===== src/rtl/delay_handshake_pkg.sv =====
// Shared definitions for the elastic delay line.
package Delay_pkg;

    // Width of the occupancy counter: enough to hold 0..delay.
    function automatic int unsigned count_width(input int unsigned delay);
        return $clog2(delay + 1);
    endfunction

endpackage


===== src/rtl/delay_handshake_if.sv =====
// Producer/consumer handshake bundle for delay_handshake.
interface delay_handshake_if
    import Delay_pkg::*;
#(
    parameter int unsigned WIDTH = 4,
    parameter int unsigned DELAY = 2
);
    localparam int unsigned CountW = count_width(DELAY);

    logic              flush;
    logic              in_valid;
    logic              in_ready;
    logic [WIDTH-1:0]  in;
    logic              out_valid;
    logic              out_ready;
    logic [WIDTH-1:0]  out;
    logic [CountW-1:0] count;

    // Environment side: producer, consumer and flush control.
    modport master (
        output flush, in_valid, in, out_ready,
        input  in_ready, out_valid, out, count
    );

    // Delay line side.
    modport slave (
        input  flush, in_valid, in, out_ready,
        output in_ready, out_valid, out, count
    );
endinterface


===== src/rtl/delay_handshake_stage.sv =====
// One slot of the elastic delay line: registered valid bit and payload.
module delay_handshake_stage #(
    parameter int unsigned WIDTH = 4
) (
    input  logic             clock,
    input  logic             reset,
    input  logic             flush,
    input  logic             move_in,   // upstream item enters this cycle
    input  logic [WIDTH-1:0] data_in,
    input  logic             move_out,  // downstream can take this slot's item
    output logic             valid,
    output logic [WIDTH-1:0] data,
    output logic             ready_up
);
    typedef struct packed {
        logic             valid;
        logic [WIDTH-1:0] data;
    } stage_t;

    stage_t stage_q, stage_d;

    // Slot can accept when empty or when its current item is leaving.
    always_comb begin
        ready_up = ~stage_q.valid | move_out;
    end

    // Next slot contents: refill or empty when moving, otherwise hold; flush drops valid only.
    always_comb begin
        stage_d = stage_q;
        if (flush) begin
            stage_d.valid = 1'b0;
        end else if (ready_up) begin
            stage_d.valid = move_in;
            if (move_in) begin
                stage_d.data = data_in;
            end
        end
    end

    // Slot register; reset clears payload as well so out reads 0 afterwards.
    always_ff @(posedge clock or negedge reset) begin
        if (!reset) begin
            stage_q <= '0;
        end else begin
            stage_q <= stage_d;
        end
    end

    assign valid = stage_q.valid;
    assign data  = stage_q.data;
endmodule


===== src/rtl/delay_handshake.sv =====
// Elastic DELAY-stage pipeline delay with valid/ready on both ends.
module delay_handshake
    import Delay_pkg::*;
#(
    parameter int unsigned WIDTH = 4,
    parameter int unsigned DELAY = 2
) (
    input  logic              clock,
    input  logic              reset,
    delay_handshake_if.slave  bus
);
    localparam int unsigned CountW = count_width(DELAY);

    logic             valid    [DELAY];
    logic [WIDTH-1:0] data     [DELAY];
    logic             ready_up [DELAY];
    logic             move_in  [DELAY];
    logic [WIDTH-1:0] data_in  [DELAY];
    logic             move_out [DELAY];

    logic              in_xfer;
    logic              out_xfer;
    logic [CountW-1:0] count_q, count_d;

    // Ready chain runs combinationally from out_ready back to in_ready.
    always_comb begin
        for (int i = 0; i < DELAY; i++) begin
            if (i == DELAY - 1) begin
                move_out[i] = bus.out_ready;
            end else begin
                move_out[i] = ready_up[i + 1];
            end
            if (i == 0) begin
                move_in[i] = in_xfer;
                data_in[i] = bus.in;
            end else begin
                move_in[i] = valid[i - 1];
                data_in[i] = data[i - 1];
            end
        end
    end

    for (genvar g = 0; g < DELAY; g++) begin : g_stage
        delay_handshake_stage #(
            .WIDTH (WIDTH)
        ) u_stage (
            .clock    (clock),
            .reset    (reset),
            .flush    (bus.flush),
            .move_in  (move_in[g]),
            .data_in  (data_in[g]),
            .move_out (move_out[g]),
            .valid    (valid[g]),
            .data     (data[g]),
            .ready_up (ready_up[g])
        );
    end

    // Handshake outputs; flush and reset block every transfer.
    always_comb begin
        bus.in_ready  = ready_up[0] & ~bus.flush & reset;
        bus.out_valid = valid[DELAY-1] & ~bus.flush;
        bus.out       = data[DELAY-1];
        in_xfer       = bus.in_valid & bus.in_ready;
        out_xfer      = bus.out_valid & bus.out_ready;
    end

    // Occupancy bookkeeping.
    always_comb begin
        count_d = count_q;
        if (bus.flush) begin
            count_d = '0;
        end else if (in_xfer && !out_xfer) begin
            count_d = count_q + 1'b1;
        end else if (!in_xfer && out_xfer) begin
            count_d = count_q - 1'b1;
        end
    end

    // Occupancy register.
    always_ff @(posedge clock or negedge reset) begin
        if (!reset) begin
            count_q <= '0;
        end else begin
            count_q <= count_d;
        end
    end

    assign bus.count = count_q;
endmodule


===== src/flat_wrapper.sv =====
// flat-port wrapper written by rule: the top's interface ports become plain ports
module delay_handshake_flat import Delay_pkg::*;
#(
    parameter int unsigned WIDTH = 4,
    parameter int unsigned DELAY = 2
)
  (clock, reset, bus_flush, bus_in_valid, bus_in, bus_out_ready, bus_in_ready, bus_out_valid, bus_out, bus_count);
  delay_handshake_if #(.WIDTH(WIDTH), .DELAY(DELAY)) bus_i ();
  input  logic clock;
  input  logic reset;
  input wire logic [$bits(bus_i.flush)-1:0] bus_flush;
  input wire logic [$bits(bus_i.in_valid)-1:0] bus_in_valid;
  input wire logic [$bits(bus_i.in)-1:0] bus_in;
  input wire logic [$bits(bus_i.out_ready)-1:0] bus_out_ready;
  output wire logic [$bits(bus_i.in_ready)-1:0] bus_in_ready;
  output wire logic [$bits(bus_i.out_valid)-1:0] bus_out_valid;
  output wire logic [$bits(bus_i.out)-1:0] bus_out;
  output wire logic [$bits(bus_i.count)-1:0] bus_count;
  assign bus_i.flush = bus_flush;
  assign bus_i.in_valid = bus_in_valid;
  assign bus_i.in = bus_in;
  assign bus_i.out_ready = bus_out_ready;
  assign bus_in_ready = bus_i.in_ready;
  assign bus_out_valid = bus_i.out_valid;
  assign bus_out = bus_i.out;
  assign bus_count = bus_i.count;
  delay_handshake #(.WIDTH(WIDTH), .DELAY(DELAY)) u_core (.clock(clock), .reset(reset), .bus(bus_i));
endmodule

===== config.mk =====
export PLATFORM = sky130hd
export DESIGN_NAME = delay_handshake_flat
export DESIGN_NICKNAME = d
export VERILOG_FILES = /design/src/rtl/delay_handshake_pkg.sv /design/src/rtl/delay_handshake_if.sv /design/src/rtl/delay_handshake_stage.sv /design/src/rtl/delay_handshake.sv /design/src/flat_wrapper.sv
export SDC_FILE = /design/constraint.sdc
export NUM_CORES = 1
export LEC_CHECK = 0
export BUFFER_PORTS_ARGS = -buffer_cell sky130_fd_sc_hd__buf_2
export CAP_MARGIN = 20
export CORE_MARGIN = 10
export CORE_UTILIZATION = 40
export DETAILED_ROUTE_END_ITERATION = 7
export REMOVE_ABC_BUFFERS = 1
export SKIP_LAST_GASP = 1
export SLEW_MARGIN = 20
export SYNTH_ARGS = -nofsm -noshare
export SYNTH_HDL_FRONTEND = slang
export SYNTH_SLANG_ARGS = --single-unit

===== constraint.sdc =====
create_clock -name clock -period 1.4 [get_ports clock]
set_input_delay 0.28 -clock clock [delete_from_list [all_inputs] [get_ports clock]]
set_output_delay 0.28 -clock clock [all_outputs]
set_load 0.05 [all_outputs]

==> results of run 1 <==
## state kept, by name, summed over array words and instances (netlist names)
register and cells:
u_core.g_stage.u_stage.data 8, u_core.bus.count 2, u_core.g_stage.u_stage.valid 2
## power by group through the flow
stage | combinational (W) | clock [W] | sequential [W]
3_5_place_dp | 0.000360 | 0 | 0.000458
2_1_floorplan | 0.0000935 | 0 | 0.000622
4_1_cts | 0.000365 | 0.000207 | 0.000451
6_report | 0.000361 | 0.000198 | 0.000450
5_1_grt | 0.000381 | 0.000221 | 0.000459
3_3_place_gp | 0.000359 | 0 | 0.000456
## per-stage QoR
| stage | worst slack (ps) | total power [W] | util |
|---|---|---|---|
| 2_1_floorplan | -119 | 0.000715 | - |
| 3_3_place_gp | -32.7 | 0.000815 | 0.510 |
| 3_5_place_dp | -75.8 | 0.000819 | 0.510 |
| 4_1_cts | 8.46 | 0.00102 | 0.540 |
| 5_1_grt | -36.3 | 0.00106 | 0.540 |
| 6_report | 15.7 | 0.00101 | 0.540 |
## path summary, 6_finish.rpt
path                            slack, ps                              start                                end
worst min register to register        500  u_core.g_stage[1].u_stage.data[3]  u_core.g_stage[1].u_stage.data[3]
min in group asynchronous             500                              reset  u_core.g_stage[1].u_stage.data[2]
worst max-delay path                   20    u_core.g_stage[1].u_stage.valid                u_core.bus.count[1]
max in group asynchronous             750                              reset                u_core.bus.count[0]
worst max register to register         20    u_core.g_stage[1].u_stage.valid                u_core.bus.count[1]
worst min-delay path                  250                          bus_in[2]  u_core.g_stage[0].u_stage.data[2]
## cell families after synthesis
| logic type | count (synthesis) | synth area share |
|---|---|---|
| buf+inv | 6 | 0.0779 |
| simple gates | 15 | 0.171 |
| xor+xnor | 2 | 0.0303 |
| flops | 12 | 0.519 |
| compound gates | 4 | 0.0454 |
| mux | 8 | 0.156 |
## area by class of cell
type                    count  area share
multi-input cells          29       0.325
well taps                  15      0.0260
inverters                   1     0.00521
flip-flops and latches     12       0.417
clock buffers               3      0.0313
repair buffers             23       0.196
## cells in the final DEF (no fill, tap or decap), types with 2 or more instances in the layout
cell,instances
nor2_1,2
nand2_1,2
buf_4,6
dfrtp_1,12
clkbuf_4,3
xnor2_1,2
nand2b_1,2
buf_2,15
mux2_2,8
## layer usage
metal / vias up / global-route usage / share of wire
li1: 203 / - / -
met1: 200 / 0.0657 / 0.48
met2: 11 / 0.101 / 0.45
met3: 0 / 0.0283 / 0.068
met4: 0 / 0.0302 / 0
met5: - / 0 / 0
## repair_timing
item	4_1_cts	5_1_grt
hold buffers	1	0
setup endpoints to repair	6	2
resized for setup	3	0
pin swaps	0	1
hold endpoints to repair	12	0
## worst register-to-register path, stage by stage, from the launching register on
cell and delay [ps]:
dfrtp_1 400, nand3b_1 110, and4b_2 360, o21ai_0 120, a211o_1 290
==> impl_results.md, run 1 <==
* Power density cells at 1400 mW/mm2
* Fmax at roughly 720 MHz
* Async SR Flop Fraction at 1.00
* Clk buf depth at 2
* Worst VDD drop at around 0.64 mV
* P&R area growth vs syn at 24.7%
* CP Launch Type: flop
* Commonest cells post-synth: dfrtp_1 (12), mux2_2 (8), buf_4 (4)
* Number of global-route vias before repair at approximately 400
* Final Non-Filler Cells at a little over 80
* Post-CTS setup buffer count at 0
* Boundary pin count at 17
* DR DRC count at 0
* GRT Total Usage at 0.0619
* Combinational power share at 0.357
* Clock power share at 0.197
* Multi-input logic area at between 200 and 250 um2
* Placed Area at between 600 and 700 um2
* WP depth at 4
* Period utilization at 0.989
* CP max FO at 9
* RSZ-0062 raised after global routing: true
* WL/cell at 13.0 um
* Critical Path End Type: flop
* Setup TNS at 0 ps
* Die H at around 58 um
* Largest delay contributor family on the critical path: simple AND/OR/NAND/NOR gates
* Top post-synthesis cells by area: dfrtp_1 (52%), mux2_2 (16%), buf_4 (5.2%)
* Slew Viols, Final at 0
* Min Clock Period, post-route at ~1400 ps
* Std-Cell Core Area at between 0.001 and 0.0015 mm2
* Vias at 414
* Die area at ~0.0034 mm2
* Slowest cell on crit path: dfrtp_1
* Fin Clk Skew at 0.417 ps
* Slowest cell delay on critical path at 400 ps
* Share of the synthesized area in the top cell type at 0.519
* Die width at roughly 58 um
* First-pass GRT wire length at approximately 1700 um
* Initial antenna violation count at 0
* NetSw at about 0.00037 W
* Mapped cell area at roughly 580 um2
* Crit path buf inv count at 0
* GR Overflow Total at 0
* Initial Util at 0.433
* R2R depth at 4
* Final net count at 79
* Critical path, cell by cell: nand3b_1, and4b_2, o21ai_0, a211o_1
* Synthesis Warnings at 0
* GPL Wtd Cong at just over 0.7
* Post-route ant nets at 0
* Design area at 721 um2
* Sequential Power Share at 0.446
* Insertion delay to the later sink of the worst-skew pair at roughly 260 ps
* CTS clock-pin slew for the worst setup and hold paths at about 70 ps
* Root Buffer: clkbuf_4
* Sw Ratio at 0.370
* Share of layout cells above drive strength 1 at 0.515
* Area taken by flip-flops and latches at 300 um2
* Detailed Route WL at approximately 1100 um
* Most instantiated library cell after synthesis: dfrtp_1
* Area leader, netlist: dfrtp_1
* Site Rows at 13
* IO buf count at 16
* Seq/Total Area, Yosys at 0.519
* Worst-Margin Slew at about 240 ps
* CTS tree: yes
* Syn avg cell area at around 12 um2
* Critical Path RT at between 1500 and 2000 ps
* Final setup violating endpoints at 0
* EDFF count, synth at 0
* Main synth FF type: dfrtp_1
* Hold Crit Depth at 2
* Leakage power at 0.359 nW
* WHS at about 250 ps
* Run status: complete, no violations
* #FFs+latches synth at 12
* Max_slew headroom at 0.838
* Cell variety after synth at 22
* Clock sink total at 12
* Synth Instances at 47
* Worst hold path type: in2reg
* H-tree depth at 1
* Setup CP Type: reg2reg
* DR pass1 iterations at 1
* Largest net degree at the start of global routing at 13
* DR iter-0 viols at 0
* CTS Buf Count at 3
* Fillers at 119
* Ant diodes at 0
* Final Hold Viols at 0
* DR vias/cell at roughly 5
* Dpl hpwl at about 850 um
* Placed cells at just under 80
* Max Cap Viol at 0
* Arr. time, crit path at around 1500 ps
* Pint at between 0.0006 and 0.0007 W
No activity file was read; power rests on OpenSTA's default activity.
==> run 2, diff against run 1 <==
--- a/config.mk
+++ b/config.mk
@@ -10,6 +10,7 @@
 export CORE_MARGIN = 10
 export CORE_UTILIZATION = 40
 export DETAILED_ROUTE_END_ITERATION = 7
+export RECOVER_POWER = 25
 export REMOVE_ABC_BUFFERS = 1
 export SKIP_LAST_GASP = 1
 export SLEW_MARGIN = 20
==> impl_results.md, run 2 (synthesis results as in run 1) <==
* First-pass GRT wire length at ~1700 um
* Worst R2R Start: u_core.g_stage[1].u_stage.valid
* Vias at between 400 and 500
* Die width at between 50 and 60 um
* Worst-Margin Slew at 632 ps
* H-tree depth at 1
* Number of global-route vias before repair at about 400
* Crit. Startpoint: u_core.g_stage[1].u_stage.valid
* Site Rows at 13
* Max Cap Viol at 0
* NetSw at 0.000373 W
* Std-Cell Core Area at around 0.0013 mm2
* Clk buf depth at 2
* Placed Area at 681 um2
* Sequential Power Share at 0.447
* Ant diodes at 0
* CTS clock-pin slew for the worst setup and hold paths at ~70 ps
* Dpl hpwl at about 850 um
* Max reg flops at 8
* Initial Util at 0.433
* Boundary pin count at 17
* Die H at just under 60 um
* Critical Path End Type: flop
* Largest net degree at the start of global routing at 13
* GRT Total Usage at 0.0619
* Critical path, cell by cell: nand3b_1, and4b_2, o21ai_0, a211o_1
* Worst VDD drop at between 0.6 and 0.7 mV
* Worst hold path type: in2reg
* Post-CTS setup buffer count at 0
* Pint at 0.000633 W
* Final net count at 79
* Leakage power at 0.353 nW
* RSZ-0062 raised after global routing: true
* Detailed Route WL at around 1100 um
* Critical Path RT at between 1500 and 2000 ps
* Insertion delay to the later sink of the worst-skew pair at 260 ps
* Most common cell after layout, fill and taps aside: buf_2
* Initial antenna violation count at 0
* DR DRC count at 0
* Most frequent cells in the layout: buf_2 (14), dfrtp_1 (12), mux2_2 (8), buf_4 (5), clkbuf_4 (3)
* Slowest cell on crit path: dfrtp_1
* Share of layout cells above drive strength 1 at 0.485
* Die area at roughly 0.0034 mm2
* IO buf count at 16
* Root Buffer: clkbuf_4
* Final setup violating endpoints at 0
* WL/cell at about 13 um
* Post-route ant nets at 0
* CTS tree: yes
* Max_slew headroom at 0.579
* GR Overflow Total at 0
* Most used routing layer: met2
* Fmax at 722 MHz
* Fillers at roughly 120
* Arr. time, crit path at ~1500 ps
* CTS Buf Count at 3
* Setup CP Type: reg2reg
* DR pass1 iterations at 1
* Run status: complete, no violations
* Slowest cell delay on critical path at roughly 400 ps
* Clock power share at 0.197
* Fin Clk Skew at around 0.42 ps
* Sw Ratio at 0.371
* GR Util met2 at 0.101
* Design area at between 700 and 800 um2
* Min-delay src: bus_in[2]
* Final Hold Viols at 0
* Met1 GRT Util at 0.0657
* Clock sink total at 12
* CP Launch Type: flop
* Slew Viols, Final at 0
* GPL Wtd Cong at between 0.7 and 0.8
* Period utilization at 0.989
* DR iter-0 viols at 0
* Total Power at about 0.001 W
* P&R area growth vs syn at 23.8%
* Min Clock Period, post-route at roughly 1400 ps
* Met3 Track Usage GR at 0.0283
* DR vias/cell at about 5.0
* Power density cells at ~1400 mW/mm2
* CP max FO at 9
* Combinational power share at 0.356
## run 2: changes by cell type in the layout (fill, tap and decap cells not counted)
cell | previous run | this run
buf_2 | 15 | 14
clkbuf_1 | 0 | 2
buf_4 | 6 | 5
## run 2: per-stage QoR
step	hold WS, ps	TNS [ps]	setup WS, ps	utilization	std cells
4_1_cts	244	0	8.46	0.540	83
3_3_place_gp	245	-32.7	-32.7	0.510	79
3_5_place_dp	248	-102	-75.8	0.510	79
5_1_grt	250	-61.8	-36.3	0.537	83
2_1_floorplan	-15.6	-119	-119	-	42
6_report	253	0	15.7	0.537	83
## run 2: what timing repair did
| action | CTS | global route |
|---|---|---|
| gates resized for setup | 3 | 0 |
| pin swaps | 0 | 1 |
| hold buffers | 1 | 0 |
| endpoints found under the hold margin | 12 | 0 |
| setup endpoints to repair | 6 | 2 |
## run 2: cell type report
type                       instances  area, um2  area share
clock buffer                       3       22.5      0.0315
multi-input combinational         29        234       0.327
timing repair buffer              23        136       0.191
inverter                           1       3.75     0.00524
tap                               15       18.8      0.0262
sequential                        12        300       0.420
## run 2: layer usage
| metal | share of wire | wire [um] |
|---|---|---|
| met5 | 0 | 0 |
| met3 | 0.068 | 73 |
| met2 | 0.46 | 490 |
| met4 | 0 | 0 |
| met1 | 0.47 | 508 |
## run 2: worst paths after layout
path | end | slack [ps] | cells past startpoint
max | u_core.bus.count[1] | 20 | 4
min | u_core.g_stage[0].u_stage.data[2] | 250 | 2
max reg2reg | u_core.bus.count[1] | 20 | 4
min reg2reg | u_core.g_stage[1].u_stage.data[3] | 500 | 1
max in group asynchronous | u_core.bus.count[0] | 300 | 3
min in group asynchronous | u_core.g_stage[1].u_stage.data[2] | 700 | 3
## run 2: power by group through the flow
stage / clock network, W / registers, W / logic [W]
detailed placement: 0 / 0.000458 / 0.000360
floorplan: 0 / 0.000622 / 0.0000935
finish: 0.000198 / 0.000450 / 0.000359
CTS: 0.000207 / 0.000451 / 0.000365
global placement: 0 / 0.000456 / 0.000359
global route: 0.000221 / 0.000459 / 0.000379
## run 2: worst max-delay path: cells and delay by family, from the launching register on
kind,cells,cell delay (ps)
DFF,1,400
and+or+nand+nor,2,470
AOI/OAI and AO/OA,2,410
==> run 3, diff against run 2 <==
--- a/config.mk
+++ b/config.mk
@@ -7,9 +7,13 @@
 export LEC_CHECK = 0
 export BUFFER_PORTS_ARGS = -buffer_cell sky130_fd_sc_hd__buf_2
 export CAP_MARGIN = 20
+export CELL_PAD_IN_SITES_DETAIL_PLACEMENT = 1
+export CELL_PAD_IN_SITES_GLOBAL_PLACEMENT = 1
+export CORE_ASPECT_RATIO = 1.2
 export CORE_MARGIN = 10
-export CORE_UTILIZATION = 40
+export CORE_UTILIZATION = 37
 export DETAILED_ROUTE_END_ITERATION = 7
+export PLACE_DENSITY_LB_ADDON = 0.1
 export RECOVER_POWER = 25
 export REMOVE_ABC_BUFFERS = 1
 export SKIP_LAST_GASP = 1
==> impl_results.md, run 3 (synthesis results as in run 1) <==
* Multi-input logic area at 246 um2
* Critical path, cell by cell: buf_6, nand2_2, or3_1, and4_1, a211o_1
* Final net count at 82
* Number of global-route vias before repair at about 510
* Min Clock Period, post-route at approximately 1400 ps
* Most frequent cells in the layout: buf_2 (14), dfrtp_1 (12), mux2_2 (8), buf_4 (7), clkbuf_4 (4)
* Slowest cell delay on critical path at approximately 380 ps
* H-tree depth at 1
* DR pass1 iterations at 2
* Period utilization at 1.02
* Critical Path End Type: flop
* Slowest cell on crit path: dfrtp_1
* Initial antenna violation count at 0
* Crit. Startpoint: u_core.g_stage[1].u_stage.valid
* CP max FO at 3
* First-pass GRT wire length at between 2000 and 2500 um
* GPL Wtd Cong at roughly 0.75
* Worst-Margin Slew at 536 ps
* Max_slew headroom at 0.642
* Worst R2R Start: u_core.g_stage[1].u_stage.valid
* Max reg flops at 8
* Failing checks: negative setup slack
* Power density cells at about 1400 mW/mm2
* Setup CP Type: reg2reg
* DR vias/cell at a little under 5
* Site Rows at 15
* Clk buf depth at 2
* Leakage power at approximately 0.4 nW
* Worst VDD drop at around 0.86 mV
* CTS clock-pin slew for the worst setup and hold paths at about 80 ps
* Std-Cell Core Area at about 0.0015 mm2
* WL/cell at ~15 um
* Fin Clk Skew at between 2 and 2.5 ps
* Die area at 0.00355 mm2
* Largest net degree at the start of global routing at 13
* Final Hold Viols at 0
* Max Cap Viol at 0
* Clock sink total at 12
* Placed cells at 83
* Die H at approximately 63 um
* Vias at about 440
* IO buf count at 16
* Fillers at approximately 170
* DR iter-0 viols at 5
* P&R area growth vs syn at 35.3%
* Ant diodes at 0
* CP Launch Type: flop
* GR Overflow Total at 0
* RSZ-0062 raised after global routing: true
* Post-route ant nets at 0
* Initial Util at 0.395
* Dpl hpwl at 1030 um
* Critical Path RT at ~1600 ps
* Total Power at around 0.0011 W
* Fmax at roughly 700 MHz
* Die width at 56.1 um
* CTS tree: yes
* Detailed Route WL at approximately 1400 um
* Most common cell after layout, fill and taps aside: buf_2
* Worst hold path type: in2reg
* Slew Viols, Final at 0
* CTS Buf Count at 3
* Final setup violating endpoints at 2
* Share of layout cells above drive strength 1 at 0.583
* Min-delay src: bus_in[0]
* Root Buffer: clkbuf_4
* DR DRC count at 0
* Setup WS pre-CTS at -84.7 ps
* Insertion delay to the later sink of the worst-skew pair at 280 ps
* Area taken by flip-flops and latches at ~300 um2
* Run status: finished, violations left
* GRT Total Usage at 0.0856
* Boundary pin count at 17
* Arr. time, crit path at ~1600 ps
* Setup WS post-layout at -33.1 ps
* Final Non-Filler Cells at 89
run 3: worst paths after layout:
path / to / slack (ps) / cells past startpoint
setup reg to reg: u_core.bus.count[1] / -30 / 5
min in group asynchronous: u_core.g_stage[0].u_stage.data[0] / 630 / 3
max in group asynchronous: u_core.g_stage[0].u_stage.data[1] / 420 / 3
setup / recovery: u_core.bus.count[1] / -30 / 5
hold / removal: u_core.g_stage[0].u_stage.data[0] / 230 / 2
hold reg to reg: u_core.g_stage[1].u_stage.data[0] / 510 / 1
run 3: layout make-up:
class | count | share of cell area
clock buffers | 4 | 0.0464
inverters | 1 | 0.00480
multi-input cells | 29 | 0.315
flip-flops and latches | 12 | 0.384
well taps | 17 | 0.0272
repair buffers | 26 | 0.222
run 3: critical path: cells and delay by family (launching register included):
| kind | cells | cell delay, ps |
|---|---|---|
| flip-flops | 1 | 380 |
| buffers and inverters | 1 | 110 |
| AO/OA/AOI/OAI | 1 | 260 |
| AND/OR/NAND/NOR | 3 | 560 |
run 3: metal layers:
metal	up-vias	part of all wire	routed length, um	global-route usage
met3	3	0.099	134	0.0401
met5	-	0	0	0
met2	18	0.46	620	0.129
met4	0	0.021	29	0.0602
li1	210	-	-	-
met1	210	0.42	571	0.0915
run 3: report_power, final:
group	switching [W]	total (W)	internal, W
logic	0.000247	0.000371	0.000124
clock network	0.000125	0.000284	0.000159
registers	0.0000359	0.000453	0.000417
run 3: repair_timing:
action,CTS,global route
resized for setup,8,1
hold endpoints to repair,12,0
setup endpoints to repair,11,3
hold buffers,1,0
setup buffers,1,0
pin swaps,1,3
run 3: through the flow:
step / setup TNS, ps / hold WS (ps) / utilization / instance area (um2)
5_1_grt: -173 / 222 / 0.534 / 782
4_1_cts: -78.4 / 225 / 0.532 / 778
3_5_place_dp: -131 / 240 / 0.477 / 698
6_report: -60.1 / 226 / 0.534 / 782
2_1_floorplan: -119 / -15.6 / - / 537
3_3_place_gp: -37.2 / 241 / 0.477 / 698
